File: src/rtl/cache_arbiter.sv
// cache_arbiter: round-robin sharing of one cacheline memory port between icache reads and dcache reads/writes
module cache_arbiter #(
   parameter int ADDR_W = 32,
   parameter int LINE_W = 256
) (
   input  logic              clk,
   input  logic              rst,
   input  logic              i_read,
   input  logic [ADDR_W-1:0] i_addr,
   output logic [LINE_W-1:0] i_rdata,
   output logic              i_resp,
   input  logic              d_read,
   input  logic              d_write,
   input  logic [ADDR_W-1:0] d_addr,
   input  logic [LINE_W-1:0] d_wdata,
   output logic [LINE_W-1:0] d_rdata,
   output logic              d_resp,
   output logic              m_read,
   output logic              m_write,
   output logic [ADDR_W-1:0] m_addr,
   output logic [LINE_W-1:0] m_wdata,
   input  logic [LINE_W-1:0] m_rdata,
   input  logic              m_resp
);
   localparam int OFS = $clog2(LINE_W / 8);
   typedef enum logic [1:0] {IDLE, SERVE_I, SERVE_D} state_t;
   state_t state, state_n;
   logic last_d, last_d_n, m_read_n, m_write_n, i_pend, d_pend, grant_d, wr;
   logic [ADDR_W-1:0] req_addr, m_addr_n;
   logic [LINE_W-1:0] m_wdata_n;
   assign i_rdata = m_rdata;
   assign d_rdata = m_rdata;
   assign i_resp = (state == SERVE_I) && m_resp;
   assign d_resp = (state == SERVE_D) && m_resp;
   assign i_pend = i_read;
   assign d_pend = d_read || d_write;
   // on a tie the requester that did not win last time gets the port
   assign grant_d = d_pend && (!i_pend || !last_d);
   assign wr = grant_d && d_write;
   assign req_addr = grant_d ? d_addr : i_addr;
   always_comb begin
      state_n = state;
      last_d_n = last_d;
      m_read_n = m_read;
      m_write_n = m_write;
      m_addr_n = m_addr;
      m_wdata_n = m_wdata;
      if (state == IDLE && (i_pend || d_pend)) begin
         state_n = grant_d ? SERVE_D : SERVE_I;
         last_d_n = grant_d;
         m_read_n = !wr;
         m_write_n = wr;
         m_addr_n = {req_addr[ADDR_W-1:OFS], {OFS{1'b0}}};
         m_wdata_n = wr ? d_wdata : m_wdata;
      end else if (state != IDLE && m_resp) begin
         state_n = IDLE;
         m_read_n = 1'b0;
         m_write_n = 1'b0;
      end
   end
   always_ff @(posedge clk or posedge rst) begin
      if (rst) begin
         state <= IDLE;
         last_d <= 1'b0;
         m_read <= 1'b0;
         m_write <= 1'b0;
         m_addr <= '0;
         m_wdata <= '0;
      end else begin
         state <= state_n;
         last_d <= last_d_n;
         m_read <= m_read_n;
         m_write <= m_write_n;
         m_addr <= m_addr_n;
         m_wdata <= m_wdata_n;
      end
   end
endmodule

File: config.mk
export PLATFORM = sky130hd
export DESIGN_NAME = cache_arbiter
export DESIGN_NICKNAME = d
export VERILOG_FILES = /design/src/rtl/cache_arbiter.sv
export SDC_FILE = /design/constraint.sdc
export NUM_CORES = 1
export LEC_CHECK = 0
export CAP_MARGIN = 40
export CORE_AREA = 2 2 544 546
export DETAILED_ROUTE_END_ITERATION = 8
export DIE_AREA = 0 0 546 548
export HOLD_SLACK_MARGIN = 0.03
export SKIP_CTS_REPAIR_TIMING = 1
export SYNTH_ARGS = -nofsm -noshare
export SYNTH_HDL_FRONTEND = slang
export SYNTH_SLANG_ARGS = --single-unit
File: constraint.sdc
create_clock -name clk -period 14.2 [get_ports clk]
set_input_delay 4.26 -clock clk [delete_from_list [all_inputs] [get_ports clk]]
set_output_delay 4.26 -clock clk [all_outputs]
set_load 0.005 [all_outputs]
==> run summary, run 1 <==
status: complete, no violations
RSZ-0062 raised after global routing: false
die area: 0.2992 sq mm
Startpoint Class: input pin
Clock Sinks: 288
GPL Wtd Cong: 0.7249
Skew-Pair Late Insertion Delay: 0.64 ns
synthesized area per cell: 13.52 sq um
Detailed Route WL: 159300 um
initial antenna violation count: 129
drt initial violations: 423
Clock power frac: 19.5%
CP endpoint kind: output pin
final setup violation count: 0
Critical Path Max Stage Delay: 0.74 ns
I/O Pins: 1386
WL/cell: 30.28 um
fin crit period: 10.06 ns
final hold slack: 0.4993 ns
Flop pwr share: 27.4%
top cells by area, synth: dfrtp_1 (46%), buf_4 (25%), mux2_4 (20%), mux2_2 (4.6%), mux2_1 (2.6%)
Post-Syn Area: 0.01581 sq mm
die span in y: 548 um
skew final: 0.03485 ns
share of cells above drive strength 1: 27.52%
initial core utilization: 5.394%
GRT Util Overall: 10.30%
Unique masters post-synth: 20
setup TNS: 0 ns
net switching share of the total power: 41.01%
fmax: 0.09944 GHz
synthesis-to-finish area growth: 52.90%
period utilization: 70.82%
antenna viol nets, final: 0
Pins Over Slew Limit: 0
P_sw: 2280 uW
Mapped Cells: 1169
total core area: 0.2931 sq mm
Power Density: 230.0 mW/mm^2
Gate power share: 53.2%
worst setup path startpoint: m_resp
max_cap viols: 0
Yosys reg bits: 288
vias in the first global route: 10380
pin count of the biggest net entering global routing: 92
leak pwr: 0.008872 uW
top cells by count, synth: buf_4 (517), dfrtp_1 (288), mux2_4 (209), mux2_2 (65), mux2_1 (36)
hold_sp: m_wdata[89]$_DFFE_PP0P_
Most used DFF post-synth: dfrtp_1
CTS Root Cell: clkbuf_16
relative slew slack: 47.79%
Hold Crit Class: flip-flop to flip-flop
Async SR Flop Fraction: 100.0%
worst endpoint required time: 9.94 ns
slowest CP cell: clkdlybuf4s50_1
Crit Reg-Reg Startpoint: state[1]$_DFFE_PP0P_
post-DP HPWL: 143200 um
Die Wd: 546 um
Remaining Overflow, GRT: 0
worst vdd ir: 0.00009048 V
Internal Power: 3279 uW
H-tree levels: 2
Layout Nets: 1860
CP arrival: 5.80 ns
worst-case clock buffer depth: 3
CTS tree: yes
# DRC: 0
largest area contributor in the netlist: dfrtp_1
Syn. warnings: 0
TritonCTS Buffers: 39
port bufs: 602
worst slew pin tran: 0.7832 ns
Worst Path Max Fanout: 3
Filler Cell Count: 33870
final hold violations: 0
first-pass GRT wire length: 184100 um
worst path cell trace: clkdlybuf4s50_1 -> inv_1 -> nor3b_1 -> clkdlybuf4s50_1
drt pass-1 iters: 4
number of synthesized flops with an enable pin: 0
most frequent cell after synthesis: buf_4
via count: 9578
post-synthesis sequential area ratio: 45.59%
Synth top area share: 45.59%
Crit path top cell by count: clkdlybuf4s50_1
critical path class: input pin to output pin
number of vias per cell: 1.820
Rows: 199
clk slew on worst S/H paths: 0.06 ns
-- per-stage QoR --
stage                     utilization [%]  cell area (sq um)  setup WS (ns)  std cells  total power (uW)
after floorplan                         -              15820          1.991       1173              2542
after global placement              7.737              22670          4.024       5154              4536
after detailed placement            7.756              22730          4.014       5156              4552
after CTS                           8.217              24080          4.006       5227              5736
after global routing                8.220              24090          3.917       5231              6002
final                               8.247              24170          4.144       5263              5559
-- power by group through the flow --
stage                     clock [uW]  combinational (uW)  sequential, uW
after global routing            1170                3250            1580
after global placement             0                3040            1500
final                           1080                2950            1520
after floorplan                    0                1030            1510
after CTS                       1160                3050            1520
after detailed placement           0                3030            1520
-- routing by layer --
layer  GRT usage (%)  part of all wire [%]
met1           7.405                    25
met2           15.26                    41
met3           13.39                    29
met4           4.331                   5.4
met5          0.4907                  0.14
-- cell type report --
class | instances | area, sq um | share of cell area (%)
Timing Repair Buffer | 615 | 6176 | 25.55
Antenna cell | 36 | 90.09 | 0.3727
Clock buffer | 50 | 1107 | 4.581
Sequential cell | 288 | 7207 | 29.82
Inverter | 3 | 18.77 | 0.07765
Multi-Input combinational cell | 331 | 4424 | 18.31
Clock inverter | 21 | 242.7 | 1.004
Tap cell | 3919 | 4903 | 20.29
-- kinds of logic (layout without fill, tap and decap cells) --
group                  count (synthesis)  after routing  share of synthesized area (%)
DFF                                  288            288                          45.59
and+or+nand+nor                        8              8                         0.2533
other                                  1             41                        0.02372
buffers and inverters                554            689                          26.69
AOI/OAI and AO/OA                      8              8                         0.3958
muxes                                310            310                          27.05
-- final timing paths --
kind | endpoint | slack (ns) | cells after the start
min in group asynchronous | m_addr[22]$_DFFE_PP0P_ | 4.16 | 2
worst min-delay path | m_wdata[89]$_DFFE_PP0P_ | 0.50 | 1
worst max register to register | m_wdata[245]$_DFFE_PP0P_ | 11.02 | 5
worst max-delay path | d_resp | 4.14 | 4
worst min register to register | m_wdata[89]$_DFFE_PP0P_ | 0.50 | 1
max in group asynchronous | m_wdata[23]$_DFFE_PP0P_ | 8.20 | 4
-- worst max-delay path: cells and delay by family --
| family | cells | cell delay, ns |
|---|---|---|
| and+or+nand+nor | 1 | 0.19 |
| buffers and inverters | 3 | 1.34 |
-- cell usage in the layout (no fill, tap or decap), types with 4 or more instances in the layout --
master / count
buf_4: 10
clkbuf_16: 39
clkbuf_8: 9
clkdlybuf4s50_1: 602
clkinv_2: 5
clkinvlp_4: 7
conb_1: 5
dfrtp_1: 288
diode_2: 36
mux2_1: 36
mux2_2: 65
mux2_4: 209
nand2_1: 4
-- sequential cells by signal (all words and copies together), names as in the netlist --
name / cells
m_read: 1
state: 2
m_write: 1
last_d: 1
m_wdata: 256
m_addr: 27
Power figures use the tool's default switching activity.
==> run 2: changes to the inputs <==
clock period = 9.8 ns   (was 14.2 ns; I/O delays follow)
==> run 2 against run 1 <==
Against the previous run: clock power increased by 45%; critical endpoint unchanged; register-to-register slack got worse by 3.8 ns; global-route usage increased by 0.28 points; sequential share of layout area about the same; total power increased by 46%; first-iteration DRC count increased by 7.3%; setup slack got worse by 1.7 ns; clock-buffer cell count increased by 1; hold slack got worse by 0.0010 ns; combinational power increased by 47%; design area about the same.
==> run summary, run 2 (synthesized netlist as in run 1, its figures left out) <==
status: complete, no violations
Clock Sinks: 288 (unchanged)
Design Power: 8134 uW (+46%)
slowest CP cell: clkdlybuf4s50_1
first-pass GRT wire length: 188600 um (+2.4%)
Pins Over Slew Limit: 0 (unchanged)
die span in y: 548 um (unchanged)
# DRC: 0 (unchanged)
pin count of the biggest net entering global routing: 110 (+20%)
synthesis-to-finish area growth: 52.78% (about the same)
WHS Path Cells: 1 (unchanged)
final hold violations: 0 (unchanged)
GRT Util Overall: 10.58% (+0.28 points)
post-DP HPWL: 147100 um (+2.7%)
Cells after DPL: 5154 (-0.039%)
Crit path top cell by count: clkdlybuf4s50_1
share of cells above drive strength 1: 27.05% (-0.47 points)
Detailed Route WL: 163500 um (+2.6%)
period utilization: 75.33%
Rows: 199 (unchanged)
Critical Path Max Stage Delay: 0.74 ns (about the same)
Reg2Reg Depth: 5 (unchanged)
CTS tree: yes
critical path class: input pin to output pin
delay-heaviest family, CP: buffers and inverters
CTS Root Cell: clkbuf_16
fin crit period: 7.382 ns
setup TNS: 0 ns (unchanged)
worst slew pin tran: 0.9332 ns (+0.1500 ns)
I/O Pins: 1386 (unchanged)
Reg with most FFs: m_wdata
antenna viol nets, final: 0 (unchanged)
Layout Nets: 1858 (-0.11%)
GPL Wtd Cong: 0.7607 (+4.9%)
total core area: 0.2931 sq mm (unchanged)
Power Density: 336.8 mW/mm^2 (+46%)
leak pwr: 0.008876 uW (about the same)
drt initial violations: 454 (+7.3%)
highest-count cells in the layout ignoring fill and taps: clkdlybuf4s50_1 (602), dfrtp_1 (288), mux2_4 (209)
relative slew slack: 37.79% (-10 points)
Worst Path Max Fanout: 3 (unchanged)
Hold Crit Class: flip-flop to flip-flop
H-tree levels: 2 (unchanged)
fin util: 8.241% (about the same)
worst path cell trace: clkdlybuf4s50_1 -> inv_1 -> nor3b_1 -> clkdlybuf4s50_1
clk slew on worst S/H paths: 0.05 ns (about the same)
initial antenna violation count: 97 (-25%)
die area: 0.2992 sq mm (unchanged)
most common cell after layout, fill and taps aside: clkdlybuf4s50_1
via count: 9366 (-2.2%)
Remaining Overflow, GRT: 0 (unchanged)
worst-case clock buffer depth: 3 (unchanged)
Die Wd: 546 um (unchanged)
skew final: 0.03039 ns (-0.004461 ns)
Startpoint Class: input pin
RSZ-0062 raised after global routing: false
TritonCTS Buffers: 39 (unchanged)
Skew-Pair Late Insertion Delay: 0.64 ns (about the same)
CP arrival: 4.44 ns (-1.36 ns)
max_cap viols: 0 (unchanged)
CP endpoint kind: output pin
final setup violation count: 0 (unchanged)
WP buf/inv: 3 (unchanged)
WL/cell: 31.10 um (+2.7%)
drt pass-1 iters: 4 (unchanged)
initial core utilization: 5.394% (unchanged)
vias in the first global route: 10410 (+0.25%)
Top Registers: m_wdata (256), m_addr (27), state (2)
port bufs: 602 (unchanged)
Largest register FFs: 256 (unchanged)
fmax: 0.1355 GHz
worst vdd ir: 0.0002052 V (+130%)
critical path depth: 4 (unchanged)
number of vias per cell: 1.782 (-2.1%)
Final Instance Count excl. Fillers: 5257 (-0.11%)
worst endpoint required time: 6.86 ns (-3.08 ns)
run 2: cell types whose count changed in the layout (fill, tap and decap cells not counted), sizes merged, moves of 2 or more:
| cell | before | now |
|---|---|---|
| bufinv | 2 | 4 |
| clkinvlp | 7 | 3 |
| buf | 13 | 11 |
| diode | 36 | 33 |
run 2: per-layer routing:
layer	part of all wire (%)	up-vias	global-route usage (%)	wire length (um)
met4	4.5	2	4.069	7341
met3	29	381	14.33	48000
met5	0.030	-	0.1741	49
met2	40	1083	15.00	65310
met1	26	4321	7.978	42800
li1	-	3579	-	-
run 2: cell type report:
type                            count  area [sq um]
Timing Repair Buffer              613          6171
Clock inverter                     19         266.5
Sequential cell                   288          7207
Inverter                            3         15.01
Antenna cell                       33         82.58
Clock buffer                       51          1081
Multi-Input combinational cell    331          4424
Fill cell                       33890        268900
Tap cell                         3919          4903
run 2: path summary, 6_finish.rpt:
check / start / end / slack, ns
setup / recovery: m_resp / d_resp / 2.42
hold / removal: m_wdata[90]$_DFFE_PP0P_ / m_wdata[90]$_DFFE_PP0P_ / 0.50
setup reg to reg: state[0]$_DFFE_PP0P_ / m_wdata[186]$_DFFE_PP0P_ / 7.27
hold reg to reg: m_wdata[90]$_DFFE_PP0P_ / m_wdata[90]$_DFFE_PP0P_ / 0.50
max in group asynchronous: rst / m_addr[11]$_DFFE_PP0P_ / 5.32
min in group asynchronous: rst / m_wdata[42]$_DFFE_PP0P_ / 2.78
run 2: per-stage QoR:
| stage | worst slack [ns] | instance area (sq um) | hold slack, ns |
|---|---|---|---|
| floorplan | 3.041 | 15830 | 0.4889 |
| global placement | 2.282 | 22700 | 0.4878 |
| detailed placement | 2.317 | 22720 | 0.4845 |
| CTS | 2.307 | 24070 | 0.5017 |
| global route | 2.288 | 24080 | 0.5214 |
| finish | 2.418 | 24150 | 0.4983 |
run 2: report_power, final:
group	total, uW	internal [uW]	switching, uW
Clock	1570	896	676
Combinational	4350	2080	2280
Sequential	2210	1810	398
run 2: worst register-to-register path: cells and delay by family, from the launching register on:
kind | cells | cell delay, ns
AND/OR/NAND/NOR | 2 | 0.62
buffers and inverters | 2 | 0.59
flip-flops | 1 | 0.44
multiplexers | 1 | 0.79
